[src/rtl/store_write_buffer_pkg.sv]
// Shared types and defaults for the posted-store write buffer.
// Optional forwarding is controlled by STORE_WBUF_FWD_EN (see top level).
package store_write_buffer_pkg;

    localparam int ADDR_W_DEF = 30;
    localparam int DATA_W_DEF = 32;

    typedef enum logic [1:0] {
        IDLE  = 2'b00,
        WRITE = 2'b01,
        GAP   = 2'b10
    } wbuf_state_t;

endpackage

[src/rtl/store_write_buffer_fifo.sv]
// Register FIFO for buffered stores; exposes entries ordered oldest-first.
// Used by store_write_buffer (STORE_WBUF_FWD_EN selects forwarding there).
module wbuf_fifo
    import store_write_buffer_pkg::*;
#(
    parameter int unsigned DEPTH  = 4,
    parameter int unsigned ADDR_W = ADDR_W_DEF,
    parameter int unsigned DATA_W = DATA_W_DEF
) (
    input  logic                          clk,
    input  logic                          rst,
    input  logic                          push,
    input  logic [ADDR_W-1:0]             push_addr,
    input  logic [DATA_W-1:0]             push_data,
    input  logic                          pop,
    output logic                          full,
    output logic                          empty,
    output logic [ADDR_W-1:0]             head_addr,
    output logic [DATA_W-1:0]             head_data,
    output logic [DEPTH-1:0]              age_valid,
    output logic [DEPTH-1:0][ADDR_W-1:0]  age_addr,
    output logic [DEPTH-1:0][DATA_W-1:0]  age_data
);

    localparam int PTR_W = $clog2(DEPTH);
    localparam int CNT_W = PTR_W + 1;

    logic [ADDR_W-1:0] addr_mem [DEPTH];
    logic [DATA_W-1:0] data_mem [DEPTH];
    logic [PTR_W-1:0]  wr_ptr;
    logic [PTR_W-1:0]  rd_ptr;
    logic [CNT_W-1:0]  cnt;
    logic              do_push;
    logic              do_pop;

    assign full    = (cnt == CNT_W'(DEPTH));
    assign empty   = (cnt == '0);
    assign do_push = push && !full;
    assign do_pop  = pop && !empty;

    always_ff @(posedge clk) begin
        if (rst) begin
            wr_ptr <= '0;
            rd_ptr <= '0;
            cnt    <= '0;
        end else begin
            if (do_push) begin
                wr_ptr <= wr_ptr + PTR_W'(1);
            end
            if (do_pop) begin
                rd_ptr <= rd_ptr + PTR_W'(1);
            end
            unique case ({do_push, do_pop})
                2'b10:   cnt <= cnt + CNT_W'(1);
                2'b01:   cnt <= cnt - CNT_W'(1);
                default: cnt <= cnt;
            endcase
        end
    end

    // Storage carries no reset; validity is derived from the count alone.
    always_ff @(posedge clk) begin
        if (do_push) begin
            addr_mem[wr_ptr] <= push_addr;
            data_mem[wr_ptr] <= push_data;
        end
    end

    assign head_addr = addr_mem[rd_ptr];
    assign head_data = data_mem[rd_ptr];

    always_comb begin
        age_valid = '0;
        age_addr  = '0;
        age_data  = '0;
        for (int k = 0; k < int'(DEPTH); k++) begin
            age_valid[k] = (CNT_W'(k) < cnt);
            age_addr[k]  = addr_mem[rd_ptr + PTR_W'(k)];
            age_data[k]  = data_mem[rd_ptr + PTR_W'(k)];
        end
    end

endmodule

[src/rtl/store_write_buffer.sv]
// Posted-store buffer draining CPU stores as distinct mem_wen pulses.
// Define STORE_WBUF_FWD_EN to forward buffered data to hazarding loads.
module store_write_buffer
    import store_write_buffer_pkg::*;
#(
    parameter int unsigned DEPTH  = 4,
    parameter int unsigned ADDR_W = ADDR_W_DEF,
    parameter int unsigned DATA_W = DATA_W_DEF
) (
    input  logic              clk,
    input  logic              rst,
    input  logic              cpu_wen,
    input  logic [ADDR_W-1:0] cpu_addr,
    input  logic [DATA_W-1:0] cpu_wdata,
    input  logic              cpu_ren,
    output logic              cpu_stall,
    output logic              mem_wen,
    output logic [ADDR_W-1:0] mem_addr,
    output logic [DATA_W-1:0] mem_wdata,
    input  logic              mem_ready,
    output logic              fwd_hit,
    output logic [DATA_W-1:0] fwd_data,
    output logic              empty
);

    logic                         fifo_full;
    logic                         fifo_empty;
    logic [ADDR_W-1:0]            head_addr;
    logic [DATA_W-1:0]            head_data;
    logic [DEPTH-1:0]             age_valid;
    logic [DEPTH-1:0][ADDR_W-1:0] age_addr;
    logic [DEPTH-1:0][DATA_W-1:0] age_data;

    wbuf_state_t state;
    wbuf_state_t state_nxt;
    logic        load;
    logic        pop;

    wbuf_fifo #(
        .DEPTH  (DEPTH),
        .ADDR_W (ADDR_W),
        .DATA_W (DATA_W)
    ) u_fifo (
        .clk       (clk),
        .rst       (rst),
        .push      (cpu_wen),
        .push_addr (cpu_addr),
        .push_data (cpu_wdata),
        .pop       (pop),
        .full      (fifo_full),
        .empty     (fifo_empty),
        .head_addr (head_addr),
        .head_data (head_data),
        .age_valid (age_valid),
        .age_addr  (age_addr),
        .age_data  (age_data)
    );

    // GAP behaves like IDLE for the next decision; its only purpose is
    // to force one low cycle on mem_wen between drained stores.
    always_comb begin
        state_nxt = state;
        load      = 1'b0;
        pop       = 1'b0;
        unique case (state)
            IDLE, GAP: begin
                if (!fifo_empty) begin
                    state_nxt = WRITE;
                    load      = 1'b1;
                end else begin
                    state_nxt = IDLE;
                end
            end
            WRITE: begin
                if (mem_ready) begin
                    pop       = 1'b1;
                    state_nxt = GAP;
                end
            end
            default: state_nxt = IDLE;
        endcase
    end

    always_ff @(posedge clk) begin
        if (rst) begin
            state     <= IDLE;
            mem_wen   <= 1'b0;
            mem_addr  <= '0;
            mem_wdata <= '0;
        end else begin
            state   <= state_nxt;
            mem_wen <= (state_nxt == WRITE);
            if (load) begin
                mem_addr  <= head_addr;
                mem_wdata <= head_data;
            end
        end
    end

    assign empty = fifo_empty && (state == IDLE);

    logic              match;
    logic [DATA_W-1:0] match_data;
    logic              hazard;
    logic              full_stall;

    // Scan oldest to youngest so the youngest matching store wins.
    always_comb begin
        match      = 1'b0;
        match_data = '0;
        if ((state == WRITE) && (mem_addr == cpu_addr)) begin
            match      = 1'b1;
            match_data = mem_wdata;
        end
        for (int k = 0; k < int'(DEPTH); k++) begin
            if (age_valid[k] && (age_addr[k] == cpu_addr)) begin
                match      = 1'b1;
                match_data = age_data[k];
            end
        end
    end

    assign hazard     = cpu_ren && match;
    assign full_stall = cpu_wen && fifo_full;

`ifdef STORE_WBUF_FWD_EN
    assign fwd_hit   = hazard;
    assign fwd_data  = hazard ? match_data : '0;
    assign cpu_stall = full_stall;
`else
    logic unused_fwd;
    assign unused_fwd = ^match_data;
    assign fwd_hit    = 1'b0;
    assign fwd_data   = '0;
    assign cpu_stall  = full_stall || hazard;
`endif

endmodule

[config.mk]
export PLATFORM = sky130hd
export DESIGN_NAME = store_write_buffer
export DESIGN_NICKNAME = d
export VERILOG_FILES = /design/src/rtl/store_write_buffer_pkg.sv /design/src/rtl/store_write_buffer_fifo.sv /design/src/rtl/store_write_buffer.sv
export SDC_FILE = /design/constraint.sdc
export NUM_CORES = 1
export LEC_CHECK = 0
export ABC_AREA = 1
export CAP_MARGIN = 20
export CORE_MARGIN = 2
export CORE_UTILIZATION = 25
export DETAILED_ROUTE_END_ITERATION = 10
export GPL_ROUTABILITY_DRIVEN = 0
export HOLD_SLACK_MARGIN = 0.12
export PLACE_DENSITY_LB_ADDON = 0.3
export SETUP_SLACK_MARGIN = 0.3
export SLEW_MARGIN = 10
export SYNTH_ARGS = -nofsm -noshare
export SYNTH_HDL_FRONTEND = slang
export SYNTH_SLANG_ARGS = --single-unit
[constraint.sdc]
create_clock -name clk -period 10.1 [get_ports clk]
set_input_delay 1.515 -clock clk [delete_from_list [all_inputs] [get_ports clk]]
set_output_delay 1.515 -clock clk [all_outputs]
set_load 0.005 [all_outputs]
---- Word level (Yosys, flattened, before mapping) ----
Memory sizes are Yosys's and may differ from the RTL's. A register that Yosys moved wholly into a read port is not among the register bits.
Cells that the tools add are included.
storage, ports and cells
  bits in registers ....................... 40
  bits in latches ......................... 0
  memory bits (writable) .................. 248
  ROM bits ................................ 0
  memories ................................ 2
memories
  name             words  bits a word  read ports  clocked after Yosys merged registers in  write ports  line                           text
  u_fifo.data_mem  4      32           1           1                                        1            store_write_buffer_fifo.sv:29  logic [DATA_W-1:0] data_mem [DEPTH];
  u_fifo.addr_mem  4      30           4           1                                        1            store_write_buffer_fifo.sv:28  logic [ADDR_W-1:0] addr_mem [DEPTH];
operators by class
  add/sub/neg operators ................... 6
  $mul .................................... 0
  div/mod/pow operators ................... 0
  $lt $le $gt $ge ......................... 4
  equality and inequality tests ........... 11
  shift operators ......................... 0
  muxes and demuxes ....................... 17
  bitwise operators ....................... 0
  reduce and logical (&&, ||, !) cells .... 17
operator list
  operator                                                   number
  equality test 30 bit                                       5
  2-to-1 mux 1 bit                                           12
  logical AND 1 bit                                          10
  equality test 2 x 1 -> 1 bit, second input constant        3
  less-than comparator 1 x 3 -> 1 bit, first input constant  2
  less-than comparator 2 x 3 -> 1 bit, first input constant  2
  2-to-1 mux 2 bit                                           3
  case mux 3 bit (2 select lines)                            1
  adder 2 x 1 -> 2 bit, second input constant                2
  adder 2 bit, second input constant                         2
  equality test 2 bit, second input constant                 2
  case mux 2 bit (2 select lines)                            1
  adder 3 x 1 -> 3 bit, second input constant                1
  equality test 3 bit, second input constant                 1
  logical NOT 3 bit                                          1
  subtractor 3 x 1 -> 3 bit, second input constant           1
  logical NOT 1 bit                                          2
  logical NOT 2 bit                                          1
  nonzero test 2 bit                                         1
  OR reduction 2 bit                                         1
  logical OR 1 bit                                           1

---- Logic depth before layout (Yosys ltp) ----
  word-level depth ........................ 9
  mapped depth ............................ 20

---- Hierarchy ----
From an unflattened synthesis, not the netlist that was laid out.
unflattened totals
  cells, all modules ...................... 2605
  area total of the unflattened synthesis .. 19361.1 um^2
modules (own cells, without submodules)
  module              times used  cells each  area an instance (um^2)  seq. area each (um^2)
  wbuf_fifo           1           1696        14398.8                  7627.3
  store_write_buffer  1           909         4962.3                   1301.2

---- Least setup slack after synthesis ----
Ideal clock, no wire load.
  path kind ............................... input to register
  start point ............................. input port cpu_wen
  end point ............................... memory u_fifo.addr_mem[0][0] in the netlist's numbering, enable pin
  library setup time ...................... 0.482 ns
  data arrival time ....................... 4.309 ns
  data required time ...................... 9.618 ns
  path slack .............................. 5.309 ns
  cell stages on the path ................. 2
  cell sequence ........................... o21ai_1 > nor2_1
between the ends
  longest elaborated chain between the ends .. 3
ends and longest elaborated chain
  what                                    line                           text
  start: declaration                      store_write_buffer.sv:12       input logic cpu_wen,
  logical AND 1 bit                       store_write_buffer_fifo.sv:38  assign do_push = push && !full;
  2-to-1 mux 1 bit                        store_write_buffer_fifo.sv:63  if (do_push) begin
  2-to-1 mux 1 bit (not written as such)  store_write_buffer_fifo.sv:64  addr_mem[wr_ptr] <= push_addr;
  end: declaration                        store_write_buffer_fifo.sv:28
No other way between the ends.

---- Worst setup path after layout ----
  start point ............................. register u_fifo.rd_ptr[1]
  end point ............................... output port cpu_stall
between the ends
  longest elaborated chain between the ends .. 9
  elaborated cells between the ends (all ways) .. 15
ends and longest elaborated chain
  what                            line                           text
  start: declaration              store_write_buffer_fifo.sv:31  logic [PTR_W-1:0] rd_ptr;
  start signal: assignment        store_write_buffer_fifo.sv:51  rd_ptr <= rd_ptr + PTR_W'(1);
  adder 2 x 1 -> 2 bit            store_write_buffer_fifo.sv:78  age_addr[k] = addr_mem[rd_ptr + PTR_W'(k)];
  memory read (4 x 30 bit) *      -
  equality test 30 bit            store_write_buffer.sv:116      if (age_valid[k] && (age_addr[k] == cpu_addr)) begin
  logical AND 1 bit               store_write_buffer.sv:116
  2-to-1 mux 1 bit (2 in series)  store_write_buffer.sv:116
  2-to-1 mux 1 bit *              store_write_buffer.sv:116
  logical AND 1 bit *             store_write_buffer.sv:123      assign hazard = cpu_ren && match;
  logical OR 1 bit *              store_write_buffer.sv:135      assign cpu_stall = full_stall || hazard;
  end: declaration                store_write_buffer.sv:16       output logic cpu_stall,
Mark *: on every way between the ends. The rest lies on a longest branch, timed or not.

==> impl_metrics.py <==
metrics = {
    "critical_path": {
        "r2r_slack_ps": 6960,
        "worst_setup_path_end_kind": "output pin",
        "cp_max_fo": 44,
        "arrival_ps": 4760,
        "crit_type": "reg2out",
        "cp.required_ps": 8590,
        "startpoint": "u_fifo.rd_ptr[1]",
        "startpoint_type": "register",
        "reg2reg_from": "u_fifo.cnt[0]",
        "crit_end": "cpu_stall",
        "reg2reg_to": "u_fifo.data_mem[2][5]",
        "worstRegToRegCells": 6,
    },
    "finish": {
        "nFillCells": 6867,
        "register_area_um2": 8934,
        "nets": 2230,
        "final_cells": 3051,
        "multi_input_area_um2": 6932,
        "layout-drive-gt1-share": 0.04346,
        "area_delta_synth_final_pct": 19.82,
    },
    "clocking": {
        "cts_hold_buf": 0,
        "clk_latency_ps": 580,
        "numCtsBuffers": 40,
        "root_buffer": "clkbuf_16",
        "cts_resized": 0,
        "htreeDepth": 2,
        "path_clk_slew_ps": 50,
        "cts_sinks": 322,
        "cts_tree": "yes",
        "clockBufferDepth": 3,
        "postCtsSetupBuffers": 0,
    },
    "global_route": {
        "grt_max_degree": 83,
        "antenna_found_initial": 5,
        "grt_usage": 0.1562,
        "grt_pass1_vias": 13860,
        "grt_pass1_wl_mm": 83.27,
        "gr-total-overflow": 0,
    },
    "power_and_ir_drop": {
        "clkPwrFrac": 0.372,
        "comb_power_share": 0.206,
        "switching_share": 0.3056,
        "switching_power_w": 0.001179,
        "power.internal_w": 0.002679,
        "leakage_nw": 8.235,
        "peakVddDrop_mv": 0.1283,
        "p_per_area_nw_per_um2": 192.4,
        "seqPwrFrac": 0.422,
    },
    "die": {
        "pin_count": 165,
        "rows": 94,
        "start_util": 0.2537,
        "dieArea_um2": 69040,
        "core-area_um2": 65980,
        "die_w_um": 262.8,
        "die_height_um": 262.8,
    },
    "synthesis": {
        "async_flop_share": 0,
        "synth_cell_types": 33,
        "yosysTopAreaCell": "edfxtp_1",
        "ys_seq_area_frac": 0.5334,
        "yosysMostFrequentCell": "nand2_1",
        "avgSynthCellArea_um2": 8.126,
        "synth_edf_count": 248,
        "ys_seq_elements": 322,
        "netlist_area_um2": 16740,
        "ys_warn_count": 0,
        "synth_top_area_frac": 0.4449,
        "synth.area.top_cells": "edfxtp_1, nand2_1, dfxtp_1, nand3_1, o21ai_0",
        "synth_ff_type": "edfxtp_1",
        "syn_inst": 2060,
        "yosys-top-cells-count": "nand2_1, edfxtp_1, nand3_1",
    },
    "route": {
        "drcViolationCount": 0,
        "wire_per_inst_um": 18.15,
        "firstDrtPassIters": 6,
        "viasPerCell": 4.775,
        "drt_iter0_drc": 1473,
        "antenna_left": 0,
        "wl_mm": 55.38,
        "vias": 14570,
    },
    "timing": {
        "min_period_over_period": 0.6209,
        "worst_slew_pin_slew_ps": 1079,
        "max_freq_mhz": 159.5,
        "hold_viol_final": 0,
        "slew_violations": 0,
        "setup_tns_ps": 0,
        "max-slew-margin-rel": 0.2759,
        "min_period_ps": 6271,
        "setup-violations-final": 0,
        "grt_setup_unrepaired": "no",
        "fin_skew_ps": 25.29,
    },
    "job": {
        "cap_viol_max_count": 0,
    },
    "min_path": {
        "hp-class": "reg2reg",
        "holdCritStartpoint": "u_fifo.data_mem[0][22]",
    },
    "placement": {
        "dp.cells": 2976,
        "io_buffers": 131,
        "dpl.hpwl_mm": 34.28,
    },
    "status": {
        "status": "complete, no violations",
    },
}
==> how the worst min path moves through the flow <==
stage / to / cells past startpoint
6_report: mem_wdata[22] / 2
5_1_grt: mem_wdata[28] / 2
4_1_cts: mem_wdata[22] / 2
3_5_place_dp: mem_wdata[22] / 2
3_3_place_gp: mem_wdata[11] / 2
2_1_floorplan: u_fifo.wr_ptr[1] / 2
==> critical path: stages (launching register included) <==
cell             delay (ps)
dfxtp_1                 310
inv_2                   770
nand2_1                 210
nand2_2                 380
buf_4                   550
nand2_1                 140
nand3_1                 110
nand2_1                  60
nor2_1                  180
nand2_1                  80
nor2_1                  170
nand3_1                 200
nor2_1                  140
nor2_1                   70
nand2_1                 150
nand2_1                  70
nand2_1                  60
clkdlybuf4s50_1         500
==> logic make-up (layout without fill, tap and decap cells) <==
family | Yosys count | count (layout) | synth area share
and+or+nand+nor | 1226 | 1226 | 0.2919
adders and majority gates | 9 | 9 | 0.006728
other | 1 | 34 | 0.0002240
xor gates and xnor gates | 28 | 28 | 0.01465
DFF | 322 | 322 | 0.5334
buffers and inverters | 215 | 309 | 0.06219
AOI/OAI and AO/OA | 259 | 259 | 0.09089
==> metal layers <==
metal,vias up,part of all wire,global-route usage
li1,7029,-,-
met5,-,0.0011,0
met3,108,0.084,0.04095
met2,528,0.47,0.2624
met1,6894,0.42,0.1953
met4,8,0.028,0.04877
==> cell type report <==
cell class / count / share of cell area
antenna: 1 / 0.0001248
clock buffer: 56 / 0.05646
clock inverter: 18 / 0.009357
inverter: 85 / 0.01603
multi-input combinational: 1555 / 0.3456
sequential: 322 / 0.4454
tap: 864 / 0.05390
timing repair buffer: 150 / 0.07311
==> power groups by stage <==
stage | Sequential [W] | Combinational [W] | Clock [W]
2_1_floorplan | 0.00163 | 0.000460 | 0
3_3_place_gp | 0.00165 | 0.000787 | 0
3_5_place_dp | 0.00165 | 0.000800 | 0
4_1_cts | 0.00163 | 0.000805 | 0.00147
5_1_grt | 0.00164 | 0.000888 | 0.00153
6_report | 0.00163 | 0.000796 | 0.00143
==> cells in the final DEF (no fill, tap or decap), types with 18 or more instances in the layout <==
master / Yosys / final
buf_4: 40 / 18
o21ai_0: 100 / 100
inv_1: 82 / 77
nand2_1: 952 / 952
a22oi_1: 64 / 64
edfxtp_1: 248 / 248
dfxtp_1: 74 / 72
xor2_1: 22 / 22
nand3_1: 175 / 175
a21oi_1: 48 / 48
nor2_1: 70 / 65
conb_1: 1 / 33
a31oi_1: 32 / 32
clkdlybuf4s50_1: 0 / 131
clkbuf_16: 0 / 41
==> stage by stage <==
step	instance area [µm²]	worst slack [ps]	hold slack, ps	util	power, W
2_1_floorplan	16860	5309	490.3	-	0.002090
3_3_place_gp	18710	4242	499.6	0.2836	0.002438
3_5_place_dp	18730	4323	513.2	0.2839	0.002454
4_1_cts	20050	3906	525.4	0.3039	0.003906
5_1_grt	20050	3612	563.0	0.3039	0.004054
6_report	20060	3829	521.2	0.3040	0.003859
==> state kept, by name (all words and copies together) (netlist names), named ones only <==
register	flops
mem_addr	30
u_fifo.cnt	3
u_fifo.rd_ptr	2
mem_wdata	32
mem_wen	1
u_fifo.addr_mem	120
state	2
u_fifo.data_mem	128
u_fifo.wr_ptr	2
No activity file was read; power rests on OpenSTA's default activity.
